### src/rtl/ps2_keyb_fifo.sv
// ---------------------------------------------------------------------------
// ps2_keyb_fifo
//
// Keyboard event buffer for the ZX-UNO register interface. Decoded PS/2
// events from ps2_port are queued in a FIFO of 2^DEPTH_LOG2 entries, so codes
// arriving between CPU polls are no longer lost. The head entry is exposed
// through the SCANCODE register; KBSTATUS carries status flags and accepts a
// flush command. A one-cycle hotkey pulse is raised for HOTKEY_CODE makes.
//
// Optional feature (compile-time macro):
//   PS2_KEYB_FIFO_TYPEMATIC_FILTER_EN - when defined, repeated makes of the
//   same key (typematic auto-repeat) are discarded until a break or a make
//   of a different key is seen. When undefined every event is queued.
//
// Parameters:
//   SCANCODE    register address of the head scancode (read)
//   KBSTATUS    register address of status (read) / command (write)
//   DEPTH_LOG2  log2 of FIFO depth, legal range 1..6
//   HOTKEY_CODE non-extended make code that fires hotkey_pulse
//
// Ports:
//   clk, rst_n          clock (rising edge), asynchronous active-low reset
//   scan_valid          one-cycle strobe: new event from ps2_port
//   scan_code/ext/rls   event code, E0 prefix seen, F0 prefix seen
//   ps2busy, kberror    host-to-keyboard transmitter busy / error
//   zxuno_addr/regrd/regwr/din   ZX-UNO register bus
//   scancode_dout       head code (combinational), 0 when empty
//   oe_n_scancode       low while SCANCODE is being read
//   kbstatus_dout       registered status BSY|OVF|FULL|0|ERR|RLS|EXT|PEN
//   oe_n_kbstatus       low while KBSTATUS is being read
//   hotkey_pulse        one-cycle pulse after a HOTKEY_CODE make
//   fifo_level          number of stored entries
// ---------------------------------------------------------------------------
module ps2_keyb_fifo #(
    parameter logic [7:0] SCANCODE    = 8'h04,
    parameter logic [7:0] KBSTATUS    = 8'h05,
    parameter int         DEPTH_LOG2  = 4,
    parameter logic [7:0] HOTKEY_CODE = 8'h7E
) (
    input  logic                  clk,
    input  logic                  rst_n,
    input  logic                  scan_valid,
    input  logic [7:0]            scan_code,
    input  logic                  scan_ext,
    input  logic                  scan_rls,
    input  logic                  ps2busy,
    input  logic                  kberror,
    input  logic [7:0]            zxuno_addr,
    input  logic                  zxuno_regrd,
    input  logic                  zxuno_regwr,
    input  logic [7:0]            din,
    output logic [7:0]            scancode_dout,
    output logic                  oe_n_scancode,
    output logic [7:0]            kbstatus_dout,
    output logic                  oe_n_kbstatus,
    output logic                  hotkey_pulse,
    output logic [DEPTH_LOG2:0]   fifo_level
);

    localparam int DEPTH = 1 << DEPTH_LOG2;

    typedef logic [DEPTH_LOG2-1:0] ptr_t;
    typedef logic [DEPTH_LOG2:0]   cnt_t;

    localparam cnt_t FULL_CNT = {1'b1, {DEPTH_LOG2{1'b0}}};
    localparam cnt_t CNT_ONE  = cnt_t'(1);
    localparam ptr_t PTR_ONE  = ptr_t'(1);

    // Entry layout: {rls, ext, code}
    logic [9:0] mem_q [DEPTH];

    ptr_t       rd_ptr_q, rd_ptr_d;
    ptr_t       wr_ptr_q, wr_ptr_d;
    cnt_t       cnt_q, cnt_d;
    logic       ovf_q, ovf_d;
    logic       rd_sc_q;
    logic       rd_ks_q;
    logic [7:0] kbstatus_q, kbstatus_d;
    logic       hotkey_q, hotkey_d;

    logic       rd_sc;
    logic       rd_ks;
    logic       sc_end;
    logic       ks_end;
    logic       flush;
    logic       repeat_make;
    logic       push_req;
    logic       pop_ok;
    logic       push_ok;
    logic       overflow;
    logic       is_full;
    logic       mem_we;
    logic       head_vld_d;
    logic [9:0] new_entry;
    logic [9:0] head_d;

    // Only din[7] carries a command; the remaining bits are reserved.
    logic       unused_din;
    assign unused_din = ^din[6:0];

    // -----------------------------------------------------------------------
    // Register bus decode and end-of-read detection
    // -----------------------------------------------------------------------
    assign rd_sc = (zxuno_addr == SCANCODE) && zxuno_regrd;
    assign rd_ks = (zxuno_addr == KBSTATUS) && zxuno_regrd;

    assign oe_n_scancode = ~rd_sc;
    assign oe_n_kbstatus = ~rd_ks;

    // A read ends on the first cycle the strobe is gone after being present,
    // so a strobe held for many cycles still yields a single pop / clear.
    assign sc_end = rd_sc_q && !rd_sc;
    assign ks_end = rd_ks_q && !rd_ks;

    assign flush = zxuno_regwr && (zxuno_addr == KBSTATUS) && din[7];

    // -----------------------------------------------------------------------
    // Typematic filter (optional)
    // -----------------------------------------------------------------------
`ifdef PS2_KEYB_FIFO_TYPEMATIC_FILTER_EN
    logic       lm_vld_q;
    logic [8:0] lm_key_q;

    assign repeat_make = scan_valid && !scan_rls && lm_vld_q &&
                         (lm_key_q == {scan_ext, scan_code});

    always_ff @(posedge clk or negedge rst_n) begin
        if (!rst_n) begin
            lm_vld_q <= 1'b0;
            lm_key_q <= '0;
        end else if (flush) begin
            lm_vld_q <= 1'b0;
        end else if (scan_valid) begin
            if (scan_rls) begin
                lm_vld_q <= 1'b0;
            end else begin
                lm_vld_q <= 1'b1;
                lm_key_q <= {scan_ext, scan_code};
            end
        end
    end
`else
    assign repeat_make = 1'b0;
`endif

    // -----------------------------------------------------------------------
    // FIFO control
    // -----------------------------------------------------------------------
    assign is_full   = (cnt_q == FULL_CNT);
    assign new_entry = {scan_rls, scan_ext, scan_code};
    assign push_req  = scan_valid && !repeat_make;
    // Popping an empty FIFO is a no-op.
    assign pop_ok    = sc_end && (cnt_q != '0);
    // A full FIFO still accepts a push when a slot frees in the same cycle.
    assign push_ok   = push_req && (!is_full || pop_ok);
    assign overflow  = push_req && is_full && !pop_ok;
    assign mem_we    = push_ok && !flush;

    always_comb begin
        rd_ptr_d = rd_ptr_q;
        wr_ptr_d = wr_ptr_q;
        cnt_d    = cnt_q;
        ovf_d    = ovf_q;
        if (flush) begin
            rd_ptr_d = '0;
            wr_ptr_d = '0;
            cnt_d    = '0;
            ovf_d    = 1'b0;
        end else begin
            if (pop_ok) begin
                rd_ptr_d = rd_ptr_q + PTR_ONE;
            end
            if (push_ok) begin
                wr_ptr_d = wr_ptr_q + PTR_ONE;
            end
            case ({push_ok, pop_ok})
                2'b10:   cnt_d = cnt_q + CNT_ONE;
                2'b01:   cnt_d = cnt_q - CNT_ONE;
                default: cnt_d = cnt_q;
            endcase
            // A new overflow wins over a status-read clear in the same cycle.
            if (ks_end) begin
                ovf_d = 1'b0;
            end
            if (overflow) begin
                ovf_d = 1'b1;
            end
        end
    end

    // -----------------------------------------------------------------------
    // Next status byte
    // -----------------------------------------------------------------------
    // Status is built from next-state values so it tracks fifo_level with no
    // extra cycle of lag. If the next head is the slot being written this
    // cycle (FIFO was empty, or drained to it), take the incoming entry
    // directly since the memory has not been updated yet.
    always_comb begin
        head_vld_d = (cnt_d != '0);
        if (mem_we && (rd_ptr_d == wr_ptr_q)) begin
            head_d = new_entry;
        end else begin
            head_d = mem_q[rd_ptr_d];
        end
        kbstatus_d = {ps2busy,
                      ovf_d,
                      (cnt_d == FULL_CNT),
                      1'b0,
                      kberror,
                      head_vld_d & head_d[9],
                      head_vld_d & head_d[8],
                      head_vld_d};
        hotkey_d = scan_valid && (scan_code == HOTKEY_CODE) &&
                   !scan_ext && !scan_rls && !repeat_make;
    end

    // -----------------------------------------------------------------------
    // State registers
    // -----------------------------------------------------------------------
    always_ff @(posedge clk or negedge rst_n) begin
        if (!rst_n) begin
            rd_ptr_q   <= '0;
            wr_ptr_q   <= '0;
            cnt_q      <= '0;
            ovf_q      <= 1'b0;
            rd_sc_q    <= 1'b0;
            rd_ks_q    <= 1'b0;
            kbstatus_q <= 8'h00;
            hotkey_q   <= 1'b0;
        end else begin
            rd_ptr_q   <= rd_ptr_d;
            wr_ptr_q   <= wr_ptr_d;
            cnt_q      <= cnt_d;
            ovf_q      <= ovf_d;
            rd_sc_q    <= rd_sc;
            rd_ks_q    <= rd_ks;
            kbstatus_q <= kbstatus_d;
            hotkey_q   <= hotkey_d;
        end
    end

    // Storage carries no reset; occupancy is tracked by the count alone.
    always_ff @(posedge clk) begin
        if (mem_we) begin
            mem_q[wr_ptr_q] <= new_entry;
        end
    end

    // -----------------------------------------------------------------------
    // Outputs
    // -----------------------------------------------------------------------
    assign scancode_dout = (cnt_q != '0) ? mem_q[rd_ptr_q][7:0] : 8'h00;
    assign kbstatus_dout = kbstatus_q;
    assign hotkey_pulse  = hotkey_q;
    assign fifo_level    = cnt_q;

endmodule

### config.mk
export PLATFORM = sky130hd
export DESIGN_NAME = ps2_keyb_fifo
export DESIGN_NICKNAME = d
export VERILOG_FILES = /design/src/rtl/ps2_keyb_fifo.sv
export SDC_FILE = /design/constraint.sdc
export NUM_CORES = 1
export LEC_CHECK = 0
export CAP_MARGIN = 20
export CORE_MARGIN = 2
export CORE_UTILIZATION = 42
export CTS_BUF_LIST = sky130_fd_sc_hd__clkbuf_8
export CTS_CLUSTER_SIZE = 8
export DETAILED_ROUTE_END_ITERATION = 12
export GPL_TIMING_DRIVEN = 0
export SETUP_SLACK_MARGIN = 0.5
export SYNTH_ARGS = -nofsm -noshare
export SYNTH_HDL_FRONTEND = slang
export SYNTH_SLANG_ARGS = --single-unit
### constraint.sdc
create_clock -name clk -period 5.13 [get_ports clk]
set_input_delay 1.026 -clock clk [delete_from_list [all_inputs] [get_ports clk]]
set_output_delay 1.026 -clock clk [all_outputs]
set_load 0.02 [all_outputs]
==> impl_metrics.tcl <==
set metrics [dict create \
    synth.net_count 506 \
    synth-seq-cells 183 \
    hp-class "reg -> reg" \
    finalNetCount 581 \
    wirelength_mm 15.77 \
    crit_path_top_delay_cell "clkdlybuf4s50_1" \
    yosys.cell_types.count 55 \
    drive_above_1_share_pct 14.05 \
    wl_met2_mm 7.687 \
    slowest_delay_ps 690 \
    endpoint "scancode_dout[2]" \
    combPwrFrac_pct 19.9 \
    start_kind "flip-flop" \
    die_x_um 138.3 \
    yosysTopAreaCellShare_pct 63.39 \
    critPathLaunch "rd_ptr_q[1]" \
    internal-power_mw 2.476 \
    status "complete, no violations" \
    grtUsageTotal_pct 17.07 \
    avgSynthCellArea_um2 16.23 \
    fmax_mhz 225.0 \
    setup_slack_ps 686.4 \
    cts-htree-levels 4 \
    top_layer "met4" \
    drv_slew 0 \
    seqPwrFrac_pct 53.0 \
    finalHoldViolations 0 \
    final_cells 784 \
    yosys_warnings 0 \
    required_ps 4100 \
    port-buffer-count 48 \
    worstMarginPinSlew_ps 1084 \
    grt_pass1_vias 4378 \
    first_pass_iters 5 \
    gp_congestion 0.8624 \
    initial_core_util_pct 42.49 \
    rsz0062_at_grt "no" \
    synth_commonest_cells "edfxtp_1, mux2i_1, nor2_1, nand2_1, dfrtp_1" \
    grt.overflow.total 0 \
    synth.most_common_cell "edfxtp_1" \
    dieArea_mm2 0.01914 \
    num_io_pins 57 \
    drt_iter0_markers 415 \
    postPlaceCellArea_mm2 0.008408 \
    clk_latency_ps 480 \
    numCtsBuffers 17 \
    hpwl_mm 11.01 \
    crit_type "reg -> out" \
    wl_met1_mm 7.012 \
    detail-route-antenna-nets 0 \
    antenna_found_initial 0 \
    p_leak_nw 2.912 \
    crit_fanout 10 \
    synthTopCellsByArea "edfxtp_1, dfrtp_1, mux2i_1, mux4_2, o221ai_1" \
    drc 0 \
    fp.dieH_um 138.3 \
    vias 4356 \
    synthesis.instances 467 \
    r2r_start "fifo_level[1]" \
    met3_length_um 855 \
    switching_power_mw 1.045 \
    clock_skew_ps 12.49 \
    via_per_inst 5.556 \
    area_growth_pct 16.85 \
    rows 49 \
    ff2ff_setup_slack_ps 910 \
    period_share_pct 86.62 \
    synth_top_area_cell "edfxtp_1" \
    switching_share_pct 29.68 \
    synth_ff_type "edfxtp_1" \
    end_kind "output port" \
    ir_worst_vdd_v 0.0002699 \
    core_mm2 0.01784 \
    crit_arrival_ps 3420 \
    cts_hold_buf 0 \
    r2r_end "kbstatus_dout[2]" \
    clkPwrFrac_pct 27.1 \
    async_flop_share_pct 12.57 \
    yosysSeqAreaShare_pct 70.98 \
    root_buffer "clkbuf_8" \
    antennaDiodeCount 0 \
    clkTransAtPathRegs_ps 90 \
    grt_pass1_wl_mm 24.70 \
    min_period_ps 4444 \
    dpl_worst_slack_ps -270.4 \
    grt_max_degree 24 \
    setup_viol 0 \
    final_util_pct 49.65 \
    relSlewSlack_pct 27.49 \
    netlist_area_mm2 0.007580 \
    cts_tree "yes" \
    design_area_mm2 0.008857 \
    synth-edff-count 160 \
    wire_per_inst_um 20.11 \
    clk_path_buf_depth 2 \
    max-cap-violations 0 \
    power.density_mw_per_mm2 397.6 \
    cts_num_sinks 183 \
    dp_cells 748 \
    r2r_cells 16 \
    timing.critical_path.mode_cell "clkbuf_1" \
    path_cells "clkbuf_2 -> nand2b_1 -> clkbuf_1 -> clkbuf_1 -> o221ai_1 -> o22ai_1 -> a211oi_1 -> clkdlybuf4s50_1" \
]
## power groups by stage
stage | logic, mW | clock network [mW] | registers, mW
after global placement | 0.660 | 0 | 1.90
after CTS | 0.699 | 0.973 | 1.87
after floorplan | 0.388 | 0 | 1.92
after detailed placement | 0.696 | 0 | 1.90
after global routing | 0.763 | 1.03 | 1.89
final | 0.699 | 0.954 | 1.87
## critical path: cells and delay by family, from the launching register on
family	cells	cell delay, ps
simple gates	1	200
compound gates	3	910
flops	1	390
buf+inv	4	1440
## metrics by stage
stage / setup TNS, ps / power, mW / hold slack [ps]
after floorplan: 0 / 2.309 / 488.2
after global placement: -125.4 / 2.555 / 528.5
after detailed placement: -387.6 / 2.600 / 536.7
after CTS: 0 / 3.542 / 549.8
after global routing: 0 / 3.685 / 576.0
final: 0 / 3.521 / 541.5
## worst min-delay path by stage
| stage | from | end | cells after the start |
|---|---|---|---|
| 2_1_floorplan | rd_ks_q | kbstatus_dout[6] | 3 |
| 3_3_place_gp | rd_ks_q | kbstatus_dout[6] | 3 |
| 4_1_cts | kbstatus_dout[6] | kbstatus_dout[6] | 2 |
| 5_1_grt | kbstatus_dout[6] | kbstatus_dout[6] | 2 |
| 6_report | kbstatus_dout[6] | kbstatus_dout[6] | 2 |
| 3_5_place_dp | kbstatus_dout[6] | kbstatus_dout[6] | 2 |
## layer usage
layer / global-route usage [%] / up-vias
met2: 27.98 / 118
met3: 3.741 / 19
li1: - / 1994
met5: 0 / -
met4: 5.156 / 0
met1: 23.04 / 2225
## layout make-up
cell class | count | area, um2
Sequential cell | 183 | 5380
Timing Repair Buffer | 56 | 563.0
Fill cell | 1487 | 8984
Buffer | 25 | 113.9
Multi-Input combinational cell | 250 | 2093
Clock inverter | 15 | 152.6
Tap cell | 229 | 286.5
Inverter | 9 | 33.78
Clock buffer | 17 | 234.0
## sequential cells by signal, indices dropped and copies added (netlist names)
signal,cells
hotkey_pulse,1
rd_ptr_q,4
mem_q,160
rd_sc_q,1
fifo_level,5
kbstatus_dout,7
rd_ks_q,1
wr_ptr_q,4
## cells in the final DEF (no fill, tap or decap), drive strengths merged, types with 6 or more instances in the layout
| master | netlist | routed |
|---|---|---|
| mux2i | 49 | 49 |
| o221ai | 16 | 16 |
| buf | 9 | 16 |
| a211oi | 9 | 9 |
| inv | 8 | 17 |
| clkbuf | 16 | 34 |
| ha | 6 | 6 |
| clkdlybuf4s50 | 0 | 48 |
| nand2 | 26 | 26 |
| nor4 | 7 | 7 |
| a21oi | 6 | 6 |
| nor2 | 27 | 27 |
| dfrtp | 23 | 23 |
| nor3 | 7 | 7 |
| mux4 | 16 | 16 |
| edfxtp | 160 | 160 |
| xor2 | 7 | 7 |
| o22ai | 9 | 9 |
| nand2b | 7 | 7 |
| xnor2 | 7 | 7 |
| nand3 | 6 | 6 |
## logic make-up (layout without fill, tap and decap cells)
| family | count (synthesis) | count (layout) | share of synthesized area [%] |
|---|---|---|---|
| DFF | 183 | 183 | 70.98 |
| and+or+nand+nor | 104 | 104 | 6.950 |
| muxes | 68 | 68 | 11.67 |
| AOI/OAI and AO/OA | 57 | 57 | 5.926 |
| buffers and inverters | 34 | 122 | 1.816 |
| xor gates and xnor gates | 14 | 14 | 1.618 |
| adders and majority gates | 6 | 6 | 0.9904 |
| other | 1 | 1 | 0.04947 |
## repair_timing
item | CTS | global route
setup buffers | 1 | 0
endpoints found under the hold margin | 0 | 0
pin swaps | 1 | 1
resized for setup | 7 | 7
endpoints found under the setup margin | 10 | 8
Note: power is estimated with default switching activity, not from simulation.
